[src/rtl/match_game_sm.sv]
// match_game_sm: two-selection card-matching gameplay controller.
// Latches two card picks per turn, compares their face ids, writes matched
// cards back to board RAM with the matched flag set, holds mismatches
// face-up for SHOW_CYCLES clocks, and tracks per-player scores and pairs left.
// Optional feature macro: TWO_PLAYER_EN (defined -> two players alternate on
// a miss and Score1 is live; undefined -> single player, all credit to Score0).
module match_game_sm #(
  parameter int DATA_W      = 6,
  parameter int LOC_W       = 4,
  parameter int NUM_PAIRS   = 8,
  parameter int SHOW_CYCLES = 4,
  parameter int SCORE_W     = 4
) (
  input  logic               Clk,
  input  logic               Reset,
  input  logic               Start,
  input  logic               Select,
  input  logic [DATA_W-1:0]  CardSelectData,
  input  logic [LOC_W-1:0]   CardSelectLoc,
  input  logic               Ack,
  output logic [7:0]         state,
  output logic               WriteEnable,
  output logic [LOC_W-1:0]   CARD1,
  output logic [LOC_W-1:0]   CARD2,
  output logic [DATA_W-1:0]  dataOut,
  output logic [LOC_W-1:0]   dataLoc,
  output logic               Player,
  output logic [SCORE_W-1:0] Score0,
  output logic [SCORE_W-1:0] Score1,
  output logic               MatchPulse
);

  localparam int FACE_W = DATA_W - 1;
  localparam int CNT_W  = $clog2(SHOW_CYCLES + 1);
  localparam int PL_W   = $clog2(NUM_PAIRS + 1);

  localparam logic [CNT_W-1:0]   SHOW_LD   = CNT_W'(SHOW_CYCLES);
  localparam logic [CNT_W-1:0]   CNT_ONE   = CNT_W'(1);
  localparam logic [PL_W-1:0]    PAIRS_LD  = PL_W'(NUM_PAIRS);
  localparam logic [PL_W-1:0]    PL_ONE    = PL_W'(1);
  localparam logic [SCORE_W-1:0] SCORE_MAX = {SCORE_W{1'b1}};
  localparam logic [SCORE_W-1:0] SCORE_ONE = SCORE_W'(1);

  // One-hot encoding doubles as the externally visible state code.
  typedef enum logic [7:0] {
    S_INITIAL = 8'h01,
    S_FIRST   = 8'h02,
    S_SECOND  = 8'h04,
    S_COMPARE = 8'h08,
    S_MATCH   = 8'h10,
    S_MISS    = 8'h20,
    S_DONE    = 8'h40
  } state_t;

  // Saturating score increment: a full score stays at all-ones.
  function automatic logic [SCORE_W-1:0] sat_inc(input logic [SCORE_W-1:0] s);
    if (s == SCORE_MAX) begin
      return s;
    end else begin
      return s + SCORE_ONE;
    end
  endfunction

  state_t              state_q,  state_d;
  logic [LOC_W-1:0]    card1_q,  card1_d;
  logic [LOC_W-1:0]    card2_q,  card2_d;
  logic [FACE_W-1:0]   face1_q,  face1_d;
  logic [FACE_W-1:0]   face2_q,  face2_d;
  logic                phase_q,  phase_d;   // 0: writing CARD1, 1: writing CARD2
  logic [CNT_W-1:0]    cnt_q,    cnt_d;     // mismatch display countdown
  logic [PL_W-1:0]     pairs_q,  pairs_d;   // pairs still face-down
  logic                player_q, player_d;
  logic [SCORE_W-1:0]  score0_q, score0_d;
  logic [SCORE_W-1:0]  score1_q, score1_d;
  logic                we_q,     we_d;
  logic [DATA_W-1:0]   dout_q,   dout_d;
  logic [LOC_W-1:0]    dloc_q,   dloc_d;
  logic                pulse_q,  pulse_d;

  logic                sel_ok_s;
  logic [FACE_W-1:0]   sel_face_s;

  assign sel_ok_s   = Select && !CardSelectData[DATA_W-1];
  assign sel_face_s = CardSelectData[DATA_W-2:0];

  // Next-state, datapath and look-ahead output computation.
  always_comb begin
    state_d  = state_q;
    card1_d  = card1_q;
    card2_d  = card2_q;
    face1_d  = face1_q;
    face2_d  = face2_q;
    phase_d  = phase_q;
    cnt_d    = cnt_q;
    pairs_d  = pairs_q;
    player_d = player_q;
    score0_d = score0_q;
    score1_d = score1_q;

    case (state_q)
      S_INITIAL: begin
        if (Start) begin
          state_d  = S_FIRST;
          score0_d = '0;
          score1_d = '0;
          player_d = 1'b0;
          pairs_d  = PAIRS_LD;
          card1_d  = '0;
          card2_d  = '0;
        end else begin
          state_d = S_INITIAL;
        end
      end
      S_FIRST: begin
        if (sel_ok_s) begin
          card1_d = CardSelectLoc;
          face1_d = sel_face_s;
          state_d = S_SECOND;
        end else begin
          state_d = S_FIRST;
        end
      end
      S_SECOND: begin
        // Re-picking the first card (including a held strobe) is rejected.
        if (sel_ok_s && (CardSelectLoc != card1_q)) begin
          card2_d = CardSelectLoc;
          face2_d = sel_face_s;
          state_d = S_COMPARE;
        end else begin
          state_d = S_SECOND;
        end
      end
      S_COMPARE: begin
        if (face1_q == face2_q) begin
          state_d = S_MATCH;
          phase_d = 1'b0;
        end else begin
          state_d = S_MISS;
          cnt_d   = SHOW_LD;
        end
      end
      S_MATCH: begin
        if (!phase_q) begin
          phase_d = 1'b1;
          state_d = S_MATCH;
        end else begin
          phase_d = 1'b0;
          pairs_d = pairs_q - PL_ONE;
`ifdef TWO_PLAYER_EN
          if (player_q) begin
            score1_d = sat_inc(score1_q);
          end else begin
            score0_d = sat_inc(score0_q);
          end
`else
          score0_d = sat_inc(score0_q);
`endif
          if (pairs_q == PL_ONE) begin
            state_d = S_DONE;
          end else begin
            state_d = S_FIRST;
          end
        end
      end
      S_MISS: begin
        // Ack and expiry in the same cycle still give a single toggle.
        if (Ack || (cnt_q <= CNT_ONE)) begin
          state_d  = S_FIRST;
          cnt_d    = '0;
          player_d = ~player_q;
        end else begin
          cnt_d = cnt_q - CNT_ONE;
        end
      end
      S_DONE: begin
        if (Ack) begin
          state_d = S_INITIAL;
        end else begin
          state_d = S_DONE;
        end
      end
      default: begin
        state_d = S_INITIAL;
      end
    endcase

`ifndef TWO_PLAYER_EN
    player_d = 1'b0;
    score1_d = '0;
`endif

    // Outputs are computed for the state being entered so they are registered
    // yet aligned with the state code on the same cycle.
    we_d    = (state_d == S_MATCH);
    pulse_d = (state_q == S_COMPARE) && (state_d == S_MATCH);
    if (we_d) begin
      dloc_d = phase_d ? card2_q : card1_q;
      dout_d = {1'b1, face1_q};
    end else begin
      dloc_d = '0;
      dout_d = '0;
    end
  end

  // State and datapath registers with synchronous active-high reset.
  always_ff @(posedge Clk) begin
    if (Reset) begin
      state_q  <= S_INITIAL;
      card1_q  <= '0;
      card2_q  <= '0;
      face1_q  <= '0;
      face2_q  <= '0;
      phase_q  <= 1'b0;
      cnt_q    <= '0;
      pairs_q  <= '0;
      player_q <= 1'b0;
      score0_q <= '0;
      score1_q <= '0;
      we_q     <= 1'b0;
      dout_q   <= '0;
      dloc_q   <= '0;
      pulse_q  <= 1'b0;
    end else begin
      state_q  <= state_d;
      card1_q  <= card1_d;
      card2_q  <= card2_d;
      face1_q  <= face1_d;
      face2_q  <= face2_d;
      phase_q  <= phase_d;
      cnt_q    <= cnt_d;
      pairs_q  <= pairs_d;
      player_q <= player_d;
      score0_q <= score0_d;
      score1_q <= score1_d;
      we_q     <= we_d;
      dout_q   <= dout_d;
      dloc_q   <= dloc_d;
      pulse_q  <= pulse_d;
    end
  end

  assign state       = state_q;
  assign WriteEnable = we_q;
  assign CARD1       = card1_q;
  assign CARD2       = card2_q;
  assign dataOut     = dout_q;
  assign dataLoc     = dloc_q;
  assign Player      = player_q;
  assign Score0      = score0_q;
  assign Score1      = score1_q;
  assign MatchPulse  = pulse_q;

endmodule

[config.mk]
export PLATFORM = sky130hd
export DESIGN_NAME = match_game_sm
export DESIGN_NICKNAME = d
export VERILOG_FILES = /design/src/rtl/match_game_sm.sv
export SDC_FILE = /design/constraint.sdc
export NUM_CORES = 1
export LEC_CHECK = 0
export ABC_AREA = 0
export BUFFER_PORTS_ARGS = -buffer_cell sky130_fd_sc_hd__buf_2
export CORE_UTILIZATION = 50
export DETAILED_ROUTE_END_ITERATION = 6
export PLACE_DENSITY = 0.78
export SYNTH_ARGS = -nofsm -noshare
export SYNTH_HDL_FRONTEND = slang
export SYNTH_SLANG_ARGS = --single-unit
[constraint.sdc]
create_clock -name Clk -period 2.5 [get_ports Clk]
set_input_delay 0 -clock Clk [delete_from_list [all_inputs] [get_ports Clk]]
set_output_delay 0 -clock Clk [all_outputs]
set_load 0.1 [all_outputs]
==> results.md <==
- The remaining global-route overflow is 0.
- The number of vias per cell is 5.49.
- In this run, the number of DRC markers left after iteration 0 of detailed routing was 137.
- After filler insertion, the fill cell instance count of the layout stands at 387.
- Of all cell types, the one taking the most synthesized area is sky130_fd_sc_hd__dfxtp_1.
- The maximum number of buffers from clock root to sink is 2.
- The number of enable-type register cells in the synthesized netlist is 0.
- The combined flip-flop and latch cell area is 986 um^2.
- Input and output buffers added on the ports amount to 46.
- At the pin with the least slew margin, the transition time is 0.700 ns.
- The fraction of post-synthesis cell area in the top cell type by area is 42.4%.
- The path type of the worst min-delay path is input pin to flop.
- The Yosys warning count is 0.
- The worst setup path is captured at a flop.
- Entering global routing, the biggest net connects 32 pins.
- The number of standard cells after synthesis is 262.
- The mean post-synth cell area is 8.84 um^2.
- The smallest clock period supported by the final layout is computed as 2.15 ns.
- The post-cts sizing count is 0.
- The count of pins on the block boundary is 52.
- Setup repair after global routing left no endpoint under its margin.
- The detail route stage leaves a number of antenna-violating nets equal to 0.
- The buffers inserted during post-CTS setup optimization is 0.
- Clock-pin slew was measured on the worst setup and hold paths at 0.09 ns.
- The final antenna diode count is 0.
- The maximum fanout encountered on the critical timing path is 10.
- In this run the standard cell core region covers 4410 um^2.
- The proportion of register bits with asynchronous set or reset after synthesis is 0%.
- The worst-case vdd ir drop is 0.000349 V.
- The final HPWL from detailed placement is 3.66 mm.
- The critical path data required time is 2.70 ns.
- The initial antenna violation count is 0.
- The multi-input combinational cell area is 1200 um^2.
- The library cells used most frequently in the layout, excluding fill and tap cells, are sky130_fd_sc_hd__buf_2, sky130_fd_sc_hd__dfxtp_1, sky130_fd_sc_hd__nand2_1.
- The run finished with clean final reports.
- The number of slew-limit violations in the final report is 0.
- The number of max-cap violations is 0.
- The period utilization is 85.8%.
- For this run, the detailed router's first-pass iteration total came to 4.
- The growth of design area from synthesis to finish is 17.9%.
- The number of hold violations in the final report is 0.
- The post-place instance area is 2540 um^2.
- The die is 70.1 um tall.
- The primary flip-flop cell chosen by synthesis mapping is sky130_fd_sc_hd__dfxtp_1.
- The post-detailed-routing wire length is 5.19 mm.
- TritonCTS built the clock tree.
- Summing over every cut layer, the via total after detailed routing is 2042.
- In the routed design, unresolved DRC markers number 0.
- The worst pin sits at a relative slew slack of 52.8%.
- The buffer cell driving the clock tree root is sky130_fd_sc_hd__clkbuf_8.
- The die covers 4910 um^2.
- The synthesized area is 2320 um^2.
- The width of the chip is 70.1 um.
- The largest clock skew in the final design is 0.00686 ns.
- The power density of the placed cells is 526 nW/um^2.
- STA classifies the critical path startpoint as a flop.
- The setup TNS is 0 ns.
- STA puts the critical path data arrival time at 2.35 ns.
- In this run the core area contains 24 standard-cell rows.
- The number of global-route vias before repair is 1941.
- The placer's final routability congestion estimate is 0.848.
- Buffers inserted to repair hold after CTS numbered 10.
- The total routing resource utilization after global routing is 23.2%.
- The clock tree synthesis step divided the H-tree into 2 levels.
- The library cell used most frequently in the layout, excluding fill and tap cells, is sky130_fd_sc_hd__buf_2.
- The average detailed-routed wire length per instance is 13.9 um.
- The final layout contains 339 nets.
- The portion of the post-synthesis area used by sequential elements is 42.4%.
- By area the synthesized netlist is led by sky130_fd_sc_hd__dfxtp_1, sky130_fd_sc_hd__nand2_1, sky130_fd_sc_hd__a21oi_1.
- The leakage power is 1.10 nW.
- The CTS buffer count is 5.
- The clock net sink count is 49.
- The total setup violations reported at the end of the flow is 0.
- The worst setup path is of the flop to flop kind.
- After routing the design area is 2730 um^2.
- The achievable frequency is 0.466 GHz.
- In the final layout, the share of cells above drive strength 1 is 23.4%.
- The insertion delay to the later sink of the worst-skew pair is 0.32 ns.
- The initial utilization of the core area, before any placement, comes to 52.5%.
- The synthesized design contains 49 register bits.
- The netlist uses 53 different library cells.
- The first-pass GRT wire length is 9.02 mm.
## metal layers
metal  track usage [%]  vias up  part of all wire [%]
li1                  -     1026                     -
met1              29.7      954                    44
met2              37.3       54                    50
met3              5.63        8                   5.2
met4              9.78        0                   1.4
met5                 0        -                     0
## cells by family after synthesis
| family | after synthesis | synth area share [%] |
|---|---|---|
| and+or+nand+nor | 108 | 25.9 |
| AOI/OAI and AO/OA | 61 | 16.2 |
| DFF | 49 | 42.4 |
| buffers and inverters | 23 | 6.81 |
| xor gates and xnor gates | 12 | 4.54 |
| adders and majority gates | 5 | 2.70 |
| muxes | 3 | 1.35 |
| other | 1 | 0.162 |
## worst paths after layout
path,endpoint,depth (start not counted),slack (ns),start
worst max-delay path,state[0],5,0.35,state[4]
worst min-delay path,pairs_q[2],4,0.13,Start
worst max register to register,state[0],5,0.35,state[4]
worst min register to register,dataLoc[1],2,0.47,CARD2[1]
## where the power goes
part           internal (mW)  switching, mW  total, mW
logic                 0.0509          0.109      0.160
registers              0.788        0.00985      0.798
clock network          0.200          0.278      0.478
total                   1.04          0.397       1.44
## metrics by stage
stage          cells  total power [mW]  hold WS, ns  setup WS, ns  util, %
2_1_floorplan    267             0.938        0.136       0.00505        -
3_3_place_gp     354             0.962        0.256         0.410     57.7
3_5_place_dp     354             0.962        0.258         0.392     57.7
4_1_cts          372              1.44        0.125         0.357     61.9
5_1_grt          372              1.49        0.148         0.164     61.9
6_report         372              1.44        0.127         0.355     61.9
## critical path, stage by stage (launching register included)
cell and delay, ns:
sky130_fd_sc_hd__dfxtp_2 0.38, sky130_fd_sc_hd__or4_1 0.56, sky130_fd_sc_hd__nor3_1 0.40, sky130_fd_sc_hd__a32oi_1 0.10, sky130_fd_sc_hd__a31o_2 0.32, sky130_fd_sc_hd__a311o_1 0.28
## synthesized netlist by cell type, types with 2 or more instances
cell type	number
sky130_fd_sc_hd__clkbuf_1	3
sky130_fd_sc_hd__o21bai_1	3
sky130_fd_sc_hd__a22oi_1	8
sky130_fd_sc_hd__buf_2	2
sky130_fd_sc_hd__nand4b_1	2
sky130_fd_sc_hd__nor4_1	2
sky130_fd_sc_hd__xnor2_1	10
sky130_fd_sc_hd__ha_1	5
sky130_fd_sc_hd__xor2_1	2
sky130_fd_sc_hd__nand2b_1	4
sky130_fd_sc_hd__and2_1	8
sky130_fd_sc_hd__nand2_1	34
sky130_fd_sc_hd__or3_1	6
sky130_fd_sc_hd__inv_1	6
sky130_fd_sc_hd__and3_1	2
sky130_fd_sc_hd__or4_4	2
sky130_fd_sc_hd__nand3b_1	2
sky130_fd_sc_hd__or2b_1	2
sky130_fd_sc_hd__mux2i_1	2
sky130_fd_sc_hd__a31oi_1	5
sky130_fd_sc_hd__buf_4	6
sky130_fd_sc_hd__buf_6	4
sky130_fd_sc_hd__nor4b_1	2
sky130_fd_sc_hd__o21ai_0	12
sky130_fd_sc_hd__nor2_1	19
sky130_fd_sc_hd__a21oi_1	25
sky130_fd_sc_hd__nand3_1	5
sky130_fd_sc_hd__dfxtp_1	49
sky130_fd_sc_hd__nor3_1	6
## layout make-up
class                      count  share of cell area (%)
clock inverter                 2                   0.504
clock buffer                   6                    2.66
tap                           52                    2.38
timing repair buffer          62                    13.7
inverter                       6                   0.825
sequential                    49                    36.1
multi-input combinational    195                    43.8
## registers in the layout, summed over array words and instances (netlist names), 5 cells and up
| signal | cells |
|---|---|
| face1_q | 5 |
| dataOut | 5 |
| state | 8 |
| face2_q | 5 |
Power figures use the tool's default switching activity.
